--- src/rtl/shift_add_mult_n.sv ---
// Purpose : sequential shift-add multiplier, WIDTH x WIDTH -> 2*WIDTH, unsigned or two's-complement per operation.
// Latency : Done pulses WIDTH edges after the accepting edge; minimum initiation interval is WIDTH+2 edges.
// Backpressure: a start is taken only while Idle=1; St in CALC/DONE is dropped, never queued.
//
// Ports:
//   Clk                    sole clock, rising edge
//   Rst_n                  synchronous active-low reset
//   St                     start request (accepted only while Idle=1)
//   Sgn                    0 = unsigned, 1 = signed; sampled with St
//   Multiplicando          multiplicand M, sampled with St
//   OperandoMultiplicador  multiplier Q, sampled with St
//   Idle                   high in IDLE
//   Done                   one-cycle pulse after Produto is updated
//   Produto                result register, changes only at completion or reset
module shift_add_mult_n #(
    parameter int WIDTH = 4
) (
    input  logic                 Clk,
    input  logic                 Rst_n,
    input  logic                 St,
    input  logic                 Sgn,
    input  logic [WIDTH-1:0]     Multiplicando,
    input  logic [WIDTH-1:0]     OperandoMultiplicador,
    output logic                 Idle,
    output logic                 Done,
    output logic [2*WIDTH-1:0]   Produto
);

    localparam int CNT_W = (WIDTH > 1) ? $clog2(WIDTH) : 1;
    localparam int AW    = 2*WIDTH + 1;

    typedef enum logic [1:0] {
        S_IDLE = 2'd0,
        S_CALC = 2'd1,
        S_DONE = 2'd2
    } state_t;

    state_t                 r_state;
    state_t                 w_state_next;

    logic [WIDTH-1:0]       r_m;
    logic                   r_sgn;
    logic [AW-1:0]          r_acc;
    logic [CNT_W-1:0]       r_cnt;
    logic [2*WIDTH-1:0]     r_produto;

    logic                   w_accept;
    logic                   w_last;
    logic [WIDTH:0]         w_u;
    logic [WIDTH:0]         w_mext;
    logic [WIDTH:0]         w_u_new;
    logic [AW-1:0]          w_acc_sum;
    logic [AW-1:0]          w_acc_next;

    // ------------------------------------------------------------------
    // FSM: state register
    // ------------------------------------------------------------------
    always_ff @(posedge Clk) begin
        if (!Rst_n) begin
            r_state <= S_IDLE;
        end else begin
            r_state <= w_state_next;
        end
    end

    // ------------------------------------------------------------------
    // FSM: next-state logic
    // ------------------------------------------------------------------
    always_comb begin
        w_state_next = r_state;
        case (r_state)
            S_IDLE:  if (St) w_state_next = S_CALC;
            S_CALC:  if (w_last) w_state_next = S_DONE;
            S_DONE:  w_state_next = S_IDLE;
            default: w_state_next = S_IDLE;
        endcase
    end

    // ------------------------------------------------------------------
    // FSM: outputs
    // ------------------------------------------------------------------
    always_comb begin
        Idle = 1'b0;
        Done = 1'b0;
        case (r_state)
            S_IDLE:  Idle = 1'b1;
            S_DONE:  Done = 1'b1;
            default: begin
                Idle = 1'b0;
                Done = 1'b0;
            end
        endcase
    end

    // ------------------------------------------------------------------
    // Datapath: one add-and-shift step
    // ------------------------------------------------------------------
    always_comb begin
        w_accept = (r_state == S_IDLE) && St;
        w_last   = (r_cnt == CNT_W'(WIDTH-1));
        w_u      = r_acc[AW-1:WIDTH];
        w_mext   = r_sgn ? {r_m[WIDTH-1], r_m} : {1'b0, r_m};

        // In signed mode the multiplier's MSB carries weight -2^(W-1),
        // so its partial product is subtracted rather than added.
        if (r_acc[0]) begin
            if (r_sgn && w_last) begin
                w_u_new = w_u - w_mext;
            end else begin
                w_u_new = w_u + w_mext;
            end
        end else begin
            w_u_new = w_u;
        end

        w_acc_sum  = {w_u_new, r_acc[WIDTH-1:0]};
        // Arithmetic shift keeps the partial product's sign in signed mode.
        w_acc_next = {(r_sgn ? w_u_new[WIDTH] : 1'b0), w_acc_sum[AW-1:1]};
    end

    always_ff @(posedge Clk) begin
        if (!Rst_n) begin
            r_m       <= '0;
            r_sgn     <= 1'b0;
            r_acc     <= '0;
            r_cnt     <= '0;
            r_produto <= '0;
        end else begin
            if (w_accept) begin
                r_m   <= Multiplicando;
                r_sgn <= Sgn;
                r_acc <= {{(WIDTH+1){1'b0}}, OperandoMultiplicador};
                r_cnt <= '0;
            end else if (r_state == S_CALC) begin
                r_acc <= w_acc_next;
                // For power-of-two WIDTH this wraps to 0 on the exit step.
                r_cnt <= r_cnt + CNT_W'(1);
                if (w_last) begin
                    r_produto <= w_acc_next[2*WIDTH-1:0];
                end
            end
        end
    end

    assign Produto = r_produto;

endmodule

--- config.mk ---
export PLATFORM = sky130hd
export DESIGN_NAME = shift_add_mult_n
export DESIGN_NICKNAME = d
export VERILOG_FILES = /design/src/rtl/shift_add_mult_n.sv
export SDC_FILE = /design/constraint.sdc
export NUM_CORES = 1
export LEC_CHECK = 0
export CORE_MARGIN = 2
export CORE_UTILIZATION = 49
export DETAILED_ROUTE_END_ITERATION = 6
export DONT_BUFFER_PORTS = 1
export SETUP_SLACK_MARGIN = 0.1
export SLEW_MARGIN = 5
export SYNTH_ARGS = -nofsm -noshare
export SYNTH_HDL_FRONTEND = slang
export SYNTH_SLANG_ARGS = --single-unit
--- constraint.sdc ---
create_clock -name Clk -period 3.75 [get_ports Clk]
set_input_delay 0.75 -clock Clk [delete_from_list [all_inputs] [get_ports Clk]]
set_output_delay 0.75 -clock Clk [all_outputs]
set_load 0.01 [all_outputs]
==> results of run 1 <==
-- critical path: cells and delay by family, from the launching register on --
family | cells | cell delay (ps)
AOI/OAI and AO/OA | 4 | 750
xor gates and xnor gates | 1 | 120
DFF | 1 | 370
and+or+nand+nor | 3 | 380
adders and majority gates | 2 | 720
-- power groups by stage --
stage / Sequential [uW] / Combinational, uW / Clock (uW)
6_report: 304 / 125 / 194
5_1_grt: 306 / 138 / 213
4_1_cts: 304 / 125 / 201
3_5_place_dp: 310 / 124 / 0
3_3_place_gp: 309 / 121 / 0
2_1_floorplan: 303 / 107 / 0
-- metrics by stage --
step                instance area, sq um  total power [uW]  instances
floorplan                           1350               410        165
global placement                    1370               430        191
detailed placement                  1370               433        191
CTS                                 1420               629        195
global route                        1420               656        195
finish                              1420               623        195
-- final timing paths --
check	start	to	slack, ps	cells past startpoint
max reg2reg	r_cnt[0]	r_acc[8]	1370	10
max	r_cnt[0]	r_acc[8]	1370	10
min reg2reg	r_acc[1]	Produto[0]	490	2
min	r_acc[1]	Produto[0]	490	2
-- flip-flops by register name (all words and copies together), names as in the netlist --
name / count
r_sgn: 1
r_m: 4
r_cnt: 2
r_state: 2
r_acc: 9
Produto: 8
-- Yosys cell counts --
cell        n  area share [%]
o221ai_1    1            0.65
ha_1        6             5.6
o21ai_1     2            0.74
nand3_1     4             1.5
a22oi_2     1            0.93
nor3_1      1            0.37
a221o_1     1            0.74
nor2_4      1            0.83
xor2_1      5             3.2
nand2b_1    2            0.93
o31ai_1     1            0.56
xnor2_1     2             1.3
o22ai_1     4             1.9
nor2b_1     6             2.8
nand2_1    25             7.0
dfxtp_1    26              39
nor2_1     15             4.2
a211oi_1    1            0.56
a21boi_1    5             2.8
nand4b_1    1            0.65
a21boi_0    1            0.56
o21ai_0     9             3.3
clkbuf_1    5             1.4
o21ai_2     1            0.65
o2bb2ai_1   1            0.65
o211a_1     1            0.74
mux2i_1     6             4.4
a31oi_1     2            0.93
a21oi_2     1            0.65
a21oi_1    12             4.4
and3_1      2            0.93
a221oi_1    1            0.65
and2_1      1            0.46
inv_1      10             2.8
fa_1        1             1.5
inv_2       1            0.28
-- per-layer routing --
metal	global-route usage [%]	routed length, microns
met1	28.0	1450
met5	0	0
met2	29.1	1310
met3	3.23	154
met4	9.18	21
-- cell type report --
type / count / share of cell area (%)
Multi-Input combinational cell: 123 / 54.1
Inverter: 11 / 2.90
Clock buffer: 3 / 1.58
Clock inverter: 1 / 2.11
Tap cell: 31 / 2.73
Sequential cell: 26 / 36.6
-- cell families after synthesis --
| kind of cell | after synthesis | synth area share, % |
|---|---|---|
| fa+ha+maj | 7 | 7.04 |
| buf+inv | 16 | 4.45 |
| flops | 26 | 38.6 |
| compound gates | 45 | 21.4 |
| simple gates | 58 | 19.6 |
| mux | 6 | 4.45 |
| xor+xnor | 7 | 4.54 |
==> results_dict.tcl, run 1 <==
set metrics [dict create \
    vdd_ir_drop_max_uv 225 \
    endpoint_kind "flop" \
    gp_congestion 0.839 \
    die_w_microns 56.5 \
    drv_slew 0 \
    arrival_ps 2650 \
    core_sq_um 2690 \
    ant_nets 0 \
    period_needed_ps 2380 \
    startpoint_type "flop" \
    cts-root-buf "clkbuf_4" \
    yosys_register_bits 26 \
    switching_share_pct 28.0 \
    power.density_nw_per_um2 438 \
    drive_gt1_share_pct 5.49 \
    seqPwrFrac_pct 48.8 \
    ff_latch_area_sq_um 520 \
    first_global_vias 1086 \
    grt_max_degree 24 \
    rsz0062_at_grt "no" \
    cts_resized 0 \
    final_util_pct 53.0 \
    critical_path_class "reg -> reg" \
    dp_hpwl_microns 2200 \
    dr_total_vias 1111 \
    layout_commonest_cell "dfxtp_1" \
    p_int_uw 449 \
    synth.net_count 184 \
    clkPwrFrac_pct 31.2 \
    grt_pass1_wl_microns 4940 \
    routed_wl_microns 2930 \
    floorplan.rows 19 \
    status "finished clean" \
    post_cts_buffers 0 \
    htree_levels 1 \
    antenna_found_initial 0 \
    netlist_area_sq_um 1350 \
    tightest_slew_ps 407 \
    cts.sinks 26 \
    die_area_sq_um 3190 \
    seq_area_frac_synth_pct 38.6 \
    p_switching_uw 175 \
    final.period_utilization_pct 63.5 \
    hold_class "reg -> reg" \
    drv_cap 0 \
    pwr-share-comb_pct 20.0 \
    fillCellCount 262 \
    hold_violations 0 \
    avgRoutedWirePerCell_microns 15.0 \
    final_cell_mix "dfxtp_1, nand2_1, nor2_1" \
    fin_worst_skew_ps 3.24 \
    cts_buffer_depth 2 \
    via_per_inst 5.70 \
    holdBufCountCts 0 \
    fin_tns_setup_ps 0 \
    detail_route.first_pass.iterations 4 \
    start_util_pct 50.3 \
    clkLatencyLatePin_ps 320 \
    slowest_stage "fa_1" \
    die_y_microns 56.5 \
    syn_avg_cell_area_sq_um 8.18 \
    dr.first_iter.drc_count 33 \
    relSlewSlack_pct 72.8 \
    holdWs_ps 485 \
    critPathMaxStageDelay_ps 440 \
    cpMostUsedCell "nand2_1" \
    crit_chain "ha_1 > nand2_1 > nand2_1 > o21ai_0 > fa_1 > nand2b_1 > a21oi_2 > xnor2_1 > a221o_1 > o21ai_2" \
    antenna_cells_inserted 0 \
    cp_data_required_time_ps 4020 \
    setup_ws_ps 1370 \
    netlist_instances 165 \
    max_freq_mhz 420 \
    globalRoute.totalOverflow 0 \
    grtUsageTotal_pct 19.7 \
    area_growth_pct 5.38 \
    dp_slack_ps 1400 \
    nets 184 \
    clk_pin_slew_ps 150 \
    critPathMaxFanout 7 \
    p_leak_uw 0.000559 \
    numCtsBuffers 3 \
    setup_viol 0 \
    placement.io_buffers 0 \
    ys_types 36 \
    yosys_warnings 0 \
    cts_tree "done" \
    multi_input_area_sq_um 769 \
    ios 22 \
    drc 0 \
]
No activity file was read; power rests on OpenSTA's default activity.
==> run 2: changes to the inputs <==
clock period = 2.45 ns   (was 3.75 ns; I/O delays follow)
==> run 2 against run 1 <==
Compared with the run above:
- cell area up 0.88%
- clock power down 8%
- count of clock-buffer cells in the layout unchanged
- sequential power up 53%
- clock skew up 2.2 ps
==> results_dict.tcl, run 2 (synthesis results as in run 1) <==
set metrics [dict create \
    via_per_inst 5.75 \
    rsz0062_at_grt "no" \
    pwr-share-comb_pct 24.1 \
    relSlewSlack_pct 72.9 \
    cts-root-buf "clkbuf_4" \
    fin_tns_setup_ps 0 \
    numCtsBuffers 3 \
    switching_share_pct 30.5 \
    period_needed_ps 2160 \
    drv_slew 0 \
    drive_gt1_share_pct 10.2 \
    grt_max_degree 24 \
    area_growth_pct 6.30 \
    detail_route.first_pass.iterations 4 \
    final_cell_mix "nand2_1, dfxtp_1, nor2_1" \
    cts.sinks 26 \
    largest_register_ffs 9 \
    dp_hpwl_microns 2130 \
    p_int_uw 588 \
    hold_violations 0 \
    tightest_slew_ps 406 \
    placement.io_buffers 0 \
    clkLatencyLatePin_ps 310 \
    ios 22 \
    setup_viol 0 \
    top_register "r_acc" \
    hold_class "in -> reg" \
    ant_nets 0 \
    cts_buffer_depth 2 \
    p_leak_uw 0.000567 \
    final.period_utilization_pct 88.1 \
    power.density_nw_per_um2 590 \
    drc 0 \
    cp_data_required_time_ps 2710 \
    vdd_ir_drop_max_uv 347 \
    start_util_pct 50.3 \
    nets 187 \
    antenna_cells_inserted 0 \
    clk_pin_slew_ps 140 \
    dr_total_vias 1132 \
    power_uw 846 \
    max_freq_mhz 463 \
    status "finished clean" \
    seqPwrFrac_pct 54.8 \
    drv_cap 0 \
    floorplan.rows 19 \
    p_switching_uw 258 \
    clkPwrFrac_pct 21.1 \
    die_w_microns 56.5 \
    multi_input_area_sq_um 787 \
    globalRoute.totalOverflow 0 \
    arrival_ps 2420 \
    startpoint_type "flop" \
    gp_congestion 0.785 \
    htree_levels 1 \
    critical_path_class "reg -> reg" \
    antenna_found_initial 0 \
    grtUsageTotal_pct 19.2 \
    layout_commonest_cell "nand2_1" \
    critPathMaxFanout 3 \
    die_area_sq_um 3190 \
    fin_worst_skew_ps 5.40 \
    grt_pass1_wl_microns 4830 \
    core_sq_um 2690 \
    first_global_vias 1048 \
    cts_tree "done" \
    die_y_microns 56.5 \
    routed_wl_microns 2920 \
    endpoint_kind "flop" \
    dr.first_iter.drc_count 27 \
    avgRoutedWirePerCell_microns 14.8 \
    ff_latch_area_sq_um 523 \
    fillCellCount 261 \
    holdBufCountCts 0 \
]
[run 2: worst paths after layout]
path | from | endpoint | slack [ps] | depth (start not counted)
worst min-delay path | Rst_n | r_state[0] | 290 | 1
worst max-delay path | r_m[1] | r_acc[8] | 290 | 10
worst max register to register | r_m[1] | r_acc[8] | 290 | 10
worst min register to register | r_cnt[1] | r_cnt[1] | 480 | 2
[run 2: per-layer routing]
metal	wire length (microns)	track usage, %	vias to the layer above
li1	-	-	572
met1	1390	27.3	536
met2	1390	29.1	24
met3	131	3.69	0
met4	0	6.46	0
met5	0	0	-
[run 2: critical path, cell delays in order (launching register included)]
cell and delay [ps]:
dfxtp_2 350, inv_1 60, ha_1 270, nand2_1 70, o21ai_2 70, fa_2 360
nand2b_1 160, a21oi_2 220, xnor2_2 100, a221o_1 370, o21ai_2 60
[run 2: power groups by stage]
| stage | Combinational, uW | Sequential, uW | Clock [uW] |
|---|---|---|---|
| floorplan | 163 | 464 | 0 |
| global placement | 184 | 473 | 0 |
| detailed placement | 187 | 473 | 0 |
| CTS | 189 | 464 | 184 |
| global route | 228 | 466 | 198 |
| finish | 204 | 464 | 178 |
[run 2: per-stage QoR]
stage	utilization (%)	instance area [sq um]	worst slack (ps)	cells	hold slack (ps)
floorplan	-	1350	271	165	440
global route	53.4	1440	114	197	269
CTS	52.1	1400	138	195	282
global placement	51.3	1380	203	192	447
finish	53.4	1440	292	197	292
detailed placement	51.3	1380	182	192	461
[run 2: cell type report]
| cell class | count | area share (%) |
|---|---|---|
| clock buffers | 3 | 1.57 |
| inverters | 11 | 2.88 |
| multi-input cells | 123 | 54.8 |
| flip-flops and latches | 26 | 36.4 |
| well taps | 31 | 2.70 |
| repair buffers | 3 | 1.57 |
[run 2: timing repair]
action,CTS,global route
resized for setup,0,7
setup endpoints to repair,0,4
buffers inserted,0,2
==> run 3: changes to the inputs <==
--- a/config.mk
+++ b/config.mk
@@ -9,2 +9,4 @@
 export CORE_UTILIZATION = 49
+export CTS_BUF_LIST = sky130_fd_sc_hd__clkbuf_8
+export CTS_CLUSTER_SIZE = 28
 export DETAILED_ROUTE_END_ITERATION = 6
--- a/constraint.sdc
+++ b/constraint.sdc
@@ -3,2 +3,2 @@
 set_output_delay 0.49 -clock Clk [all_outputs]
-set_load 0.01 [all_outputs]
+set_load 0.02 [all_outputs]
==> run 3 against run 2 <==
Compared with the run above:
- flip-flop and latch count unchanged
- cell area up 0.78%
- sequential share of layout area fell by 0.28 points
- hold slack improved by 49 ps
- first-iteration DRC count rose by 48%
- power is 7.9% higher
- via count is 2.4% lower
- global-route usage up 0.096 points
- worst setup slack got worse by 13 ps
- die area did not move
- largest cell class unchanged
- largest power group unchanged
==> results_dict.tcl, run 3 (synthesis results as in run 1) <==
set metrics [dict create \
    whs_endpoint "r_state[0]" \
    dr_total_vias 1105 \
    layout_commonest_cell "nand2_1" \
    arrival_ps 2380 \
    cp_num_buf_inv 1 \
    worstRegToRegCells 10 \
    clkLatencyLatePin_ps 270 \
    holdBufCountCts 0 \
    nets 186 \
    area_growth_pct 7.14 \
    slowest_stage "a221o_1" \
    via_per_inst 5.64 \
    holdWs_ps 342 \
    ff_latch_area_sq_um 523 \
    tightest_slew_ps 433 \
    rsz0062_at_grt "no" \
    antenna_found_initial 0 \
    min_path_cells 1 \
    die_area_sq_um 3190 \
    numCtsBuffers 3 \
    startpoint_type "flop" \
    fin_tns_setup_ps 0 \
    critPathMaxFanout 3 \
    placement.io_buffers 0 \
    p_leak_uw 0.000569 \
    dr.first_iter.drc_count 40 \
    detail_route.first_pass.iterations 4 \
    hp-start "Rst_n" \
    final.period_utilization_pct 88.6 \
    cp_data_required_time_ps 2660 \
    hold_class "in -> reg" \
    rr_startpoint "r_m[1]" \
    cts_tree "done" \
    power.density_nw_per_um2 631 \
    largest_register_ffs 9 \
    drv_slew 0 \
    start_util_pct 50.3 \
    endpoint_kind "flop" \
    fillCellCount 257 \
    ant_nets 0 \
    clk_pin_slew_ps 90 \
    cts-root-buf "clkbuf_8" \
    fin_worst_skew_ps 6.66 \
    critPathMaxStageDelay_ps 370 \
    avgRoutedWirePerCell_microns 14.9 \
    htree_levels 1 \
    core_sq_um 2690 \
    crit_chain "inv_1 > ha_1 > nand2_1 > o21ai_2 > fa_2 > nand2b_1 > a21oi_2 > xnor2_2 > a221o_1 > o21ai_2" \
    dp_hpwl_microns 2130 \
    globalRoute.totalOverflow 0 \
    grtUsageTotal_pct 19.3 \
    cts.sinks 26 \
    setup_viol 0 \
    first_global_vias 1036 \
    grt_pass1_wl_microns 4790 \
    drive_gt1_share_pct 9.70 \
    vdd_ir_drop_max_uv 399 \
    relSlewSlack_pct 71.1 \
    grt_max_degree 24 \
    final_cell_mix "nand2_1, dfxtp_1, nor2_1" \
    drc 0 \
    die_w_microns 56.5 \
    status "finished clean" \
    antenna_cells_inserted 0 \
    gp_congestion 0.785 \
    max_freq_mhz 461 \
    cpMostUsedCell "o21ai_2" \
    hold_violations 0 \
    floorplan.rows 19 \
    drv_cap 0 \
    final_util_pct 53.8 \
    critical_path_class "reg -> reg" \
    cts_buffer_depth 2 \
    setup_ws_ps 279 \
    reg2reg_to "r_acc[8]" \
    cp_top_family "compound AO/OA/AOI/OAI gates" \
    die_y_microns 56.5 \
    routed_wl_microns 2930 \
    dp_slack_ps 182 \
    period_needed_ps 2170 \
    top_register "r_acc" \
    ios 22 \
    multi_input_area_sq_um 787 \
    reg2reg_setup_slack_ps 280 \
]
[run 3: changes by cell type in the layout (fill, tap and decap cells not counted)]
cell | before | now
buf_4 | 3 | 2
clkbuf_8 | 0 | 3
clkbuf_4 | 3 | 0
[run 3: final cells by class]
type | count | area share [%]
repair buffers | 2 | 1.04
flip-flops and latches | 26 | 36.2
well taps | 31 | 2.68
multi-input cells | 123 | 54.4
inverters | 11 | 2.85
clock buffers | 3 | 2.85
[run 3: per-layer routing]
metal  vias to the layer above  wire (microns)  GRT usage [%]
met3                         7             104           4.38
li1                        568               -              -
met5                         -               0              0
met4                         0              50           7.48
met2                        24            1290           28.1
met1                       506            1480           27.6
[run 3: how the worst max path moves through the flow]
stage               end  cells past startpoint  slack (ps)  startpoint
3_5_place_dp   r_acc[8]                     10         180      r_m[0]
3_3_place_gp   r_acc[8]                     10         200      r_m[0]
4_1_cts        r_acc[8]                     10         150      r_m[0]
6_report       r_acc[8]                     10         280      r_m[1]
2_1_floorplan  r_acc[8]                     10         270    r_cnt[0]
5_1_grt        r_acc[8]                     10         120      r_m[1]
[run 3: what timing repair did]
action | CTS | global route
setup buffers | 0 | 1
endpoints found under the hold margin | 0 | 0
resized for setup | 0 | 7
setup endpoints to repair | 0 | 4
[run 3: power breakdown]
| part | switching (uW) | total [uW] | internal [uW] | leakage, uW |
|---|---|---|---|---|
| Combinational | 115 | 202 | 87.0 | 0.000335 |
| Clock | 136 | 247 | 110 | 0.0000216 |
| Sequential | 22.1 | 464 | 442 | 0.000213 |
| Total | 274 | 913 | 639 | 0.000569 |
[run 3: worst register-to-register path: cells and delay by family, from the launching register on]
kind / cells / cell delay (ps)
compound gates: 4 / 720
buf+inv: 1 / 70
xor+xnor: 1 / 100
fa+ha+maj: 2 / 640
simple gates: 2 / 240
flops: 1 / 350
[run 3: per-stage QoR]
stage	cells	area, sq um	total power, uW
2_1_floorplan	165	1350	628
3_3_place_gp	192	1380	658
3_5_place_dp	192	1380	661
4_1_cts	195	1420	895
5_1_grt	196	1450	952
6_report	196	1450	913
